`config.mk`:
```
export PLATFORM = sky130hd
export DESIGN_NAME = uart_rx_byte
export DESIGN_NICKNAME = d
export VERILOG_FILES = /design/src/rtl/uart_pkg.sv /design/src/rtl/baud_tick_gen.sv /design/src/rtl/uart_rx_byte.sv
export SDC_FILE = /design/constraint.sdc
export NUM_CORES = 1
export LEC_CHECK = 0
export ABC_AREA = 0
export BUFFER_PORTS_ARGS = -buffer_cell sky130_fd_sc_hd__buf_2
export CAP_MARGIN = 20
export CORE_AREA = 2 2 61 63
export CTS_CLUSTER_SIZE = 24
export DETAILED_ROUTE_END_ITERATION = 10
export DIE_AREA = 0 0 63 65
export GPL_TIMING_DRIVEN = 0
export HOLD_SLACK_MARGIN = 0.1
export MAX_ROUTING_LAYER = met4
export PLACE_DENSITY = 0.81
export REMOVE_ABC_BUFFERS = 1
export SYNTH_ARGS = -nofsm -noshare
export SYNTH_HDL_FRONTEND = slang
export SYNTH_HIERARCHICAL = 1
export SYNTH_SLANG_ARGS = --single-unit
```
`constraint.sdc`:
```
create_clock -name clock -period 2.79 [get_ports clock]
set_clock_uncertainty 0.05 [all_clocks]
set_input_delay 0.6975 -clock clock [delete_from_list [all_inputs] [get_ports clock]]
set_output_delay 0.6975 -clock clock [all_outputs]
set_load 0.05 [all_outputs]
```
`src/rtl/uart_pkg.sv`:
```
// Shared UART definitions: receiver state encoding, oversampling constants and
// the baud divisor calculation used by both the receiver and transmitter.
package uart_pkg;

  typedef enum logic [2:0] {IDLE, START, DATA, STOP, BREAK} rx_state_t;

  localparam int OVERSAMPLE_C = 16;
  localparam int SAMPLE_LO    = 7;
  localparam int SAMPLE_MID   = 8;
  localparam int SAMPLE_HI    = 9;

  // Clock cycles per oversampling tick, truncated.
  function automatic int calc_div(input int clk_freq, input int baud_rate, input int oversample);
    return clk_freq / (baud_rate * oversample);
  endfunction

endpackage

```
`src/rtl/baud_tick_gen.sv`:
```
// Free-running divider producing a one-cycle tick at BAUD_RATE*OVERSAMPLE.
// Shared by the UART receiver and transmitter.
module baud_tick_gen
  import uart_pkg::*;
#(
  parameter int CLK_FREQ   = 100_000_000,
  parameter int BAUD_RATE  = 115200,
  parameter int OVERSAMPLE = 16
) (
  input  logic clock,
  input  logic reset,
  output logic tick
);

  localparam int DIV = calc_div(CLK_FREQ, BAUD_RATE, OVERSAMPLE);
  localparam int CW  = (DIV > 1) ? $clog2(DIV) : 1;
  localparam logic [CW-1:0] LAST = CW'(DIV - 1);

  generate
    if (DIV < 1) begin : g_div_chk
      $error("baud_tick_gen: CLK_FREQ too low for BAUD_RATE*OVERSAMPLE");
    end
  endgenerate

  logic [CW-1:0] cnt;

  always_ff @(posedge clock) begin
    if (reset)            cnt <= '0;
    else if (cnt == LAST) cnt <= '0;
    else                  cnt <= cnt + 1'b1;
  end

  assign tick = (cnt == LAST);

endmodule

```
`src/rtl/uart_rx_byte.sv`:
```
// 8N1 UART receiver: 16x oversampling, 3-sample majority vote per bit,
// start-glitch rejection, framing-error detection and break handling.
module uart_rx_byte
  import uart_pkg::*;
#(
  parameter int CLK_FREQ   = 100_000_000,
  parameter int BAUD_RATE  = 115200,
  parameter int OVERSAMPLE = 16
) (
  input  logic       clock,
  input  logic       reset,
  input  logic       rx,
  output logic [7:0] rx_data,
  output logic       rx_ready,
  output logic       framing_error,
  output logic       busy
);

  generate
    if (OVERSAMPLE != OVERSAMPLE_C) begin : g_os_chk
      $error("uart_rx_byte: OVERSAMPLE must be 16");
    end
  endgenerate

  logic rx_m, rx_s;
  logic [1:0] settle;

  always_ff @(posedge clock) begin
    if (reset) begin
      rx_m   <= 1'b1;
      rx_s   <= 1'b1;
      settle <= 2'b00;
    end else begin
      rx_m   <= rx;
      rx_s   <= rx_m;
      settle <= {settle[0], 1'b1};
    end
  end

  logic tick;

  baud_tick_gen #(
    .CLK_FREQ  (CLK_FREQ),
    .BAUD_RATE (BAUD_RATE),
    .OVERSAMPLE(OVERSAMPLE)
  ) u_tick (
    .clock(clock),
    .reset(reset),
    .tick (tick)
  );

  rx_state_t  state;
  logic [3:0] sc, sc_nxt;
  logic [2:0] bit_idx;
  logic [7:0] shift_reg;
  logic       smp_lo, smp_mid, line_high;
  logic       decide, maj;

  // Sample points are named by the count sc reaches on that tick, so the
  // entry tick of a state is position 0 and the 3 votes straddle mid-bit.
  assign sc_nxt = sc + 4'd1;
  assign decide = tick && (sc_nxt == 4'(SAMPLE_HI));
  assign maj    = (smp_lo & smp_mid) | (smp_lo & rx_s) | (smp_mid & rx_s);
  assign busy   = (state != IDLE);

  always_ff @(posedge clock) begin
    if (reset) begin
      state         <= IDLE;
      sc            <= '0;
      bit_idx       <= '0;
      shift_reg     <= '0;
      smp_lo        <= 1'b0;
      smp_mid       <= 1'b0;
      line_high     <= 1'b0;
      rx_data       <= 8'h00;
      rx_ready      <= 1'b0;
      framing_error <= 1'b0;
    end else begin
      rx_ready      <= 1'b0;
      framing_error <= 1'b0;
      if (tick) begin
        sc <= sc_nxt;
        // A start needs the line seen high first; skips the synchronizer's
        // reset value so a reset mid-frame cannot trigger a false start.
        if (settle[1]) line_high <= rx_s;
        if (sc_nxt == 4'(SAMPLE_LO))  smp_lo  <= rx_s;
        if (sc_nxt == 4'(SAMPLE_MID)) smp_mid <= rx_s;
        case (state)
          IDLE: begin
            if (!rx_s && line_high) begin
              state <= START;
              sc    <= '0;
            end
          end
          START: begin
            if (decide && maj) begin
              state <= IDLE;
              sc    <= '0;
            end else if (sc == 4'd15) begin
              state   <= DATA;
              sc      <= '0;
              bit_idx <= '0;
            end
          end
          DATA: begin
            if (decide) shift_reg <= {maj, shift_reg[7:1]};
            if (sc == 4'd15) begin
              bit_idx <= bit_idx + 3'd1;
              if (bit_idx == 3'd7) begin
                state <= STOP;
                sc    <= '0;
              end
            end
          end
          STOP: begin
            if (decide) begin
              sc <= '0;
              if (maj) begin
                rx_data  <= shift_reg;
                rx_ready <= 1'b1;
                state    <= IDLE;
              end else begin
                framing_error <= 1'b1;
                state         <= BREAK;
              end
            end
          end
          BREAK: begin
            if (rx_s) begin
              state <= IDLE;
              sc    <= '0;
            end
          end
          default: state <= IDLE;
        endcase
      end
    end
  end

endmodule

```
Yosys cells after proc, flatten, opt, wreduce, memory -nomap -nowiden
Cells that the tools add are included.
Storage, ports and cells
  memories: 0
  logic and storage cells: 84
  register bits: 41
  bits in latches: 0
  ROM bits: 0
  bits of input ports: 3
  bits in writable memories: 0
Operators by class
  bitwise gates (word level): 8
  equality and inequality tests: 18
  divide/modulo/power cells: 0
  reduce and logical (&&, ||, !) cells: 16
  muxes and demuxes: 24
  $add $sub $neg: 3
  order comparisons: 0
  multiply operators: 0
  shifts and indexed selects: 0
Operators by type and width (number)
  $mux W3: 11
  $mux W4: 7
  $pmux W4 S5: 1
  $pmux W3 S5: 1
  $ne A2 B2 Y1 const B: 7
  $eq A4 B4 Y1 const B: 3
  $reduce_and A7 Y1: 1
  $add A6 B1 Y6 const B: 1
  $eq A3 B2 Y1 const B: 2
  $eq A3 B3 Y1 const B: 2
  $eq A6 B6 Y1 const B: 1
  $pmux W3 S2: 1
  $reduce_and A2 Y1: 3
  $reduce_and A5 Y1: 1
  $add A4 B1 Y4 const B: 1
  $eq A4 B3 Y1 const B: 1
  $reduce_and A4 Y1: 1
  $reduce_or A4 Y1: 1
  $add A3 B1 Y3 const B: 1
  $and A1 B1 Y1: 3
  $eq A3 B1 Y1 const B: 1
  $logic_and A1 B1 Y1: 3
  $logic_not A3 Y1: 1
  $mux W1: 3
  8 further kinds: 11

Longest topological paths before layout
Gate-level depths: netlist of the first run.
  depth in word-level cells: 6
  gate-level depth with buffers: 10
  gate-level depth less buffers: 9

Modules after synthesis
The synthesis of the first run kept the hierarchy.
Modules (own cells, without submodules)
  uart_rx_byte: sequential area each 700.7 µm², cells an instance 177, area an instance 1701.6 µm², instances 1
  baud_tick_gen: sequential area each 120.1 µm², cells an instance 29, area an instance 261.5 µm², instances 1

Least setup slack after synthesis of the first run
No wires, ideal clock.
  kind: reg-to-reg
  start: register u_tick.cnt[0]
  end: register rx_data[0]
  period minus slack after synthesis: 2087 ps
  data required time: 2612 ps
  stages on the path, launching flop included: 9
  library setup time: 128 ps
  arrival: 1909 ps
  buffers on the path: 0
  path slack: 703 ps
  cell sequence: dfxtp_1 ha_1 nand4_1 nor2_1 o211ai_2 nand3b_4 nor2_2 mux2i_1 nor2_1
Between the ends
  cells in the longest elaborated chain, start to end: 3
RTL lines
  start: declaration: RTL line baud_tick_gen.sv:25  | logic [CW-1:0] cnt;
  start signal: assignment: RTL line baud_tick_gen.sv:30  | else cnt <= cnt + 1'b1;
  $eq A6 B6 Y1 *: RTL line baud_tick_gen.sv:33  | assign tick = (cnt == LAST);
  named net tick: RTL line uart_rx_byte.sv:40  | logic tick;
  $logic_and A1 B1 Y1: RTL line uart_rx_byte.sv:62  | assign decide = tick && (sc_nxt == 4'(SAMPLE_HI));
  $reduce_and A4 Y1 (no source line) *
  end signal: assignment: RTL line uart_rx_byte.sv:119  | rx_data <= shift_reg;
  end: declaration: RTL line uart_rx_byte.sv:13  | output logic [7:0] rx_data,
The timed path passes the listed nets; every way through them passes the cells marked *.
A chain may end at the register's enable or synchronous reset.

Worst setup path after layout of the first run
  start: register u_tick.cnt[0]
  end: register rx_data[7]
Same word-level chain as after synthesis.

==> results.sh, run 1 <==
export IMPL_outcome="finished, final reports clean"
export IMPL_routedWlPerCell_um=12.2
export IMPL_cts_buffers=5
export IMPL_root_buffer="clkbuf_4"
export IMPL_htreeDepth=2
export IMPL_syn_cell_area_um2=1960
export IMPL_dieArea_um2=4100
export IMPL_synthTopCellsByArea="dfxtp_1, mux2i_1, nor2_1, ha_1, nand2_1"
export IMPL_grtUsageTotal_pct=18.2
export IMPL_start_util_pct=56.2
export IMPL_cts_hold_buf=0
export IMPL_grt_max_degree=35
export IMPL_hp_start="rx_m"
export IMPL_syn2layout_area_growth_pct=4.27
export IMPL_final_seq_area_um2=821
export IMPL_synth_top_area_share_pct=41.8
export IMPL_async_reset_ff_share_pct=0
export IMPL_yosys_area_share_simple_pct=23.0
export IMPL_clkTransAtPathRegs_ns=0.10
export IMPL_synthMuxAreaShare_pct=10.3
export IMPL_core_um2=3500
export IMPL_p_per_area_nw_per_um2=434
export IMPL_dp_slack_ns=-0.0612
export IMPL_worst_slack_ns=0.349
export IMPL_drtIter0Drc=91
export IMPL_drive_above_1_share_pct=18.1
export IMPL_antenna_left=0
export IMPL_cts_sinks=41
export IMPL_fillers=305
export IMPL_port_buffers=13
export IMPL_synth_xor_area_share_pct=1.78
export IMPL_maxCapViolations=0
export IMPL_multi_input_area_um2=1030
export IMPL_yosysWarnings=6
export IMPL_setup_violations_final=0
export IMPL_cellLeakagePower_uw=0.000844
export IMPL_cp_arrival_ns=2.60
export IMPL_finalWirelength_um=3230
export IMPL_min_period_ns=2.44
export IMPL_relSlewSlack_pct=60.0
export IMPL_hp_class="reg -> reg"
export IMPL_synth_edf_count=0
export IMPL_numPlacedInstances=258
export IMPL_clock_latency_ns=0.34
export IMPL_die_w_um=63
export IMPL_worst_pin_slew_ns=0.599
export IMPL_grt_pass1_vias=1321
export IMPL_antenna_found_initial=0
export IMPL_synth_top_family_by_area="simple AND/OR/NAND/NOR gates"
export IMPL_path_max_fanout=15
export IMPL_synth_most_common_cell="dfxtp_1"
export IMPL_fin_crit_sh_pct=87.5
export IMPL_ys_types=51
export IMPL_max_vdd_ir_drop_mv=0.400
export IMPL_grt_pass1_wl_um=5700
export IMPL_dpl_hpwl_um=2190
export IMPL_avgSynthCellArea_um2=9.53
export IMPL_cp_end_kind="register"
export IMPL_rows=22
export IMPL_rsz0062_at_grt="false"
export IMPL_r2r_start="u_tick/cnt[0]"
export IMPL_cts_tree="yes"
export IMPL_firstDrtPassIters=4
export IMPL_antenna_cells=0
export IMPL_gr_total_overflow=0
export IMPL_whs_ns=0.367
export IMPL_synthAdderAreaFrac_pct=5.67
export IMPL_nNetsFinal=228
export IMPL_ys_flop_type="dfxtp_1"
export IMPL_fp_dieH_um=65
export IMPL_crit_path_start_kind="register"
export IMPL_synth_seq_area_share_pct=41.8
export IMPL_drc_errors=0
export IMPL_ios=14
export IMPL_synth_compound_area_share_pct=11.5
export IMPL_synthTopCellsByCount="dfxtp_1, nor2_1, mux2i_1, nand2_1"
export IMPL_gp_congestion=0.804
export IMPL_crit_path_start="u_tick/cnt[0]"
export IMPL_syn_inst=206
export IMPL_ys_ff_latch=41
export IMPL_routed_via_count=1433
export IMPL_fin_cells=264
export IMPL_drv_slew=0
export IMPL_crit_required_ns=2.95
export IMPL_synth_largest_area_cell="dfxtp_1"
export IMPL_utilization_pct=58.6
export IMPL_avgViaCountPerCell=5.43
export IMPL_clockBufferDepth=2
export IMPL_fmax_mhz=410
export IMPL_path_class="reg -> reg"
export IMPL_timing_hold_violations_final=0
-- cells in the final DEF (no fill, tap or decap), types with 3 or more instances in the layout --
| cell | count |
|---|---|
| dfxtp_1 | 41 |
| nor2_1 | 28 |
| nand2_1 | 19 |
| mux2i_1 | 19 |
| buf_2 | 13 |
| a21oi_1 | 8 |
| ha_1 | 8 |
| nand3_1 | 7 |
| o21ai_0 | 6 |
| inv_1 | 5 |
| clkbuf_4 | 5 |
| a31oi_1 | 4 |
| nor2b_1 | 3 |
-- critical path: stages (launching register included) --
cell,delay [ns]
dfxtp_1,0.41
ha_1,0.20
nand4_1,0.17
nor2_4,0.31
o211ai_2,0.17
nand3b_4,0.22
nor2_2,0.47
mux2i_1,0.25
nor2_1,0.05
-- where the power goes --
part	internal [µW]	total (µW)	leakage (µW)	switching (µW)
sequential	593	603	0.000332	9.69
combinational	11.1	27.6	0.000485	16.6
clock	87.5	259	0.0000269	171
total	692	889	0.000844	198
-- logic make-up after synthesis --
logic type                 count (synthesis)
adders and majority gates                  9
muxes                                     20
and+or+nand+nor                           85
buffers and inverters                     15
xor gates and xnor gates                   4
DFF                                       41
AOI/OAI and AO/OA                         32
-- layout make-up --
class | count | share of cell area (%)
flip-flops and latches | 41 | 40.1
inverters | 6 | 1.22
clock buffers | 5 | 1.83
well taps | 48 | 2.93
clock inverters | 1 | 0.244
multi-input cells | 150 | 50.5
repair buffers | 13 | 3.18
-- metal layers --
layer	vias up	GRT usage, %	share of wire [%]
li1	739	-	-
met1	676	21.2	48
met2	11	30.5	49
met3	7	4.69	2.1
met4	0	6.67	1.4
met5	-	-	0
-- path summary, 6_finish.rpt --
path / depth (start not counted) / slack (ns) / to
worst max register to register: 8 / 0.35 / rx_data[7]
worst min-delay path: 1 / 0.37 / rx_s
worst max-delay path: 8 / 0.35 / rx_data[7]
worst min register to register: 1 / 0.37 / rx_s
-- metrics by stage --
stage | total power (µW) | TNS [ns] | area (µm²)
after detailed placement | 644 | -0.410 | 2000
after global routing | 932 | 0 | 2050
after CTS | 903 | 0 | 2040
after floorplan | 630 | 0 | 1870
final | 889 | 0 | 2050
after global placement | 643 | -0.176 | 2000
-- timing repair --
action | in CTS | in global routing
setup endpoints to repair | 8 | 8
endpoints found under the hold margin | 0 | 0
resized for setup | 1 | 1
buffers inserted | 0 | 0
pin swaps | 0 | 0
Note: power is estimated with default switching activity, not from simulation.
==> run 2: changes to the inputs <==
==> constraint.sdc (replaced) <==
create_clock -name clock -period 2.79 [get_ports clock]
set_clock_uncertainty 0.05 [all_clocks]
set_input_delay 0.279 -clock clock [delete_from_list [all_inputs] [get_ports clock]]
set_output_delay 0.279 -clock clock [all_outputs]
set_load 0.05 [all_outputs]
==> run 2 against run 1 <==
  * Flip-flop and latch count unchanged
  * Core utilization grew 0.29 points
  * Final cell count up 0.38%
  * Total power increased by 0.12%
  * Die area unchanged
  * Non-clock buffer count is 1 higher
  * Via count rose by 0.49%
  * Largest cell class unchanged
  * Count of clock-buffer cells in the layout unchanged
  * Maximum frequency about the same
  * Sequential share of layout area fell by 0.20 points
  * Worst setup slack lost 0.0010 ns
  * Global-route usage up 0.077 points
==> results.sh, run 2 (synthesis gave the netlist of run 1 again) <==
export IMPL_clockBufferDepth=2
export IMPL_fillers=304
export IMPL_grt_pass1_wl_um=5730
export IMPL_cp_depth=8
export IMPL_syn2layout_area_growth_pct=4.78
export IMPL_cp_end_kind="register"
export IMPL_crit_required_ns=2.95
export IMPL_crit_chain="ha_1 -> nand4_1 -> nor2_4 -> o211ai_2 -> nand3b_4 -> nor2_2 -> mux2i_1 -> nor2_1"
export IMPL_antenna_left=0
export IMPL_hp_class="in -> reg"
export IMPL_firstDrtPassIters=4
export IMPL_drc_errors=0
export IMPL_dieArea_um2=4100
export IMPL_wl_met1_um=1510
export IMPL_drv_slew=0
export IMPL_crit_slowest_cell="nor2_2"
export IMPL_fin_cells=265
export IMPL_multi_input_area_um2=1030
export IMPL_path_class="reg -> reg"
export IMPL_max_vdd_ir_drop_mv=0.401
export IMPL_port_buffers=13
export IMPL_gr_total_overflow=0
export IMPL_rrSetupSlack_ns=0.35
export IMPL_rsz0062_at_grt="false"
export IMPL_timing_hold_violations_final=0
export IMPL_core_um2=3500
export IMPL_avgViaCountPerCell=5.43
export IMPL_final_cell_mix="dfxtp_1, nor2_1, nand2_1, mux2i_1, buf_2"
export IMPL_worst_pin_slew_ns=0.590
export IMPL_start_util_pct=56.2
export IMPL_highest_layer="met4"
export IMPL_wl_met3_um=106
export IMPL_min_period_ns=2.44
export IMPL_grt_pass1_vias=1333
export IMPL_finalWirelength_um=3230
export IMPL_cts_setup_buffers=0
export IMPL_reg2reg_depth=8
export IMPL_htreeDepth=2
export IMPL_crit_path_start="u_tick/cnt[0]"
export IMPL_fin_total_pwr_uw=890
export IMPL_outcome="finished, final reports clean"
export IMPL_drtIter0Drc=110
export IMPL_relSlewSlack_pct=60.7
export IMPL_clock_latency_ns=0.34
export IMPL_final_seq_area_um2=821
export IMPL_clkTransAtPathRegs_ns=0.11
export IMPL_setup_violations_final=0
export IMPL_crit_buf_inv=0
export IMPL_fin_crit_sh_pct=87.5
export IMPL_cpLargestDelayFamily="simple AND/OR/NAND/NOR gates"
export IMPL_nNetsFinal=229
export IMPL_rows=22
export IMPL_slowest_delay_ns=0.47
export IMPL_drive_above_1_share_pct=18.0
export IMPL_cts_buffers=5
export IMPL_cts_tree="yes"
export IMPL_layout_commonest_cell="dfxtp_1"
export IMPL_routed_via_count=1440
export IMPL_routedWlPerCell_um=12.2
export IMPL_dpl_hpwl_um=2190
export IMPL_crit_path_start_kind="register"
export IMPL_path_max_fanout=15
export IMPL_antenna_cells=0
export IMPL_ios=14
export IMPL_cellLeakagePower_uw=0.000848
export IMPL_endpoint="rx_data[7]"
export IMPL_maxCapViolations=0
export IMPL_fmax_mhz=410
export IMPL_cp_arrival_ns=2.60
export IMPL_numPlacedInstances=258
export IMPL_cts_sinks=41
export IMPL_met2_length_um=1570
export IMPL_reg2reg_to="rx_data[7]"
export IMPL_gp_congestion=0.804
export IMPL_grt_max_degree=35
export IMPL_fp_dieH_um=65
export IMPL_r2r_start="u_tick/cnt[0]"
export IMPL_p_per_area_nw_per_um2=433
export IMPL_root_buffer="clkbuf_4"
export IMPL_grtUsageTotal_pct=18.3
export IMPL_antenna_found_initial=0
export IMPL_die_w_um=63
[run 2: cell count changes in the layout (fill, tap and decap cells not counted)]
cell | previous run | this run
dlygate4sd3_1 | 0 | 1
[run 2: what timing repair did]
item / 4_1_cts / 5_1_grt
pin swaps: 0 / 0
resized for setup: 1 / 1
setup endpoints to repair: 8 / 8
hold buffers: 1 / 0
hold endpoints to repair: 1 / 0
[run 2: layer usage]
metal	vias to the layer above	global-route usage [%]
met2	19	30.7
met1	673	21.2
li1	741	-
met5	-	-
met4	0	6.67
met3	7	4.69
[run 2: worst min-delay path by stage]
| stage | start | to | slack, ns | cells past startpoint |
|---|---|---|---|---|
| 2_1_floorplan | reset | bit_idx[1] | 0.30 | 1 |
| 3_3_place_gp | rx_m | rx_s | 0.34 | 1 |
| 3_5_place_dp | rx_m | rx_s | 0.34 | 1 |
| 4_1_cts | rx_m | rx_s | 0.37 | 1 |
| 5_1_grt | reset | shift_reg[4] | 0.39 | 2 |
| 6_report | reset | sc[2] | 0.37 | 2 |
[run 2: cell type report]
| type | instances | area share (%) |
|---|---|---|
| inverter | 6 | 1.22 |
| clock inverter | 1 | 0.243 |
| sequential | 41 | 39.9 |
| tap | 48 | 2.92 |
| clock buffer | 5 | 1.82 |
| timing repair buffer | 14 | 3.65 |
| multi-input combinational | 150 | 50.2 |
[run 2: power by group]
part	internal, µW	switching, µW	leakage (µW)
Clock	87.5	171	0.0000269
Sequential	593	9.70	0.000332
Combinational	12.0	16.6	0.000489
[run 2: stage by stage]
step | hold WS (ns) | instance area [µm²] | worst slack [ns] | util [%] | TNS (ns)
floorplan | 0.298 | 1870 | 0.434 | - | 0
global placement | 0.343 | 2000 | -0.0285 | 57.1 | -0.176
detailed placement | 0.342 | 2000 | -0.0612 | 57.1 | -0.410
CTS | 0.369 | 2050 | 0.162 | 58.7 | 0
global route | 0.393 | 2060 | 0.130 | 58.8 | 0
finish | 0.366 | 2060 | 0.348 | 58.8 | 0
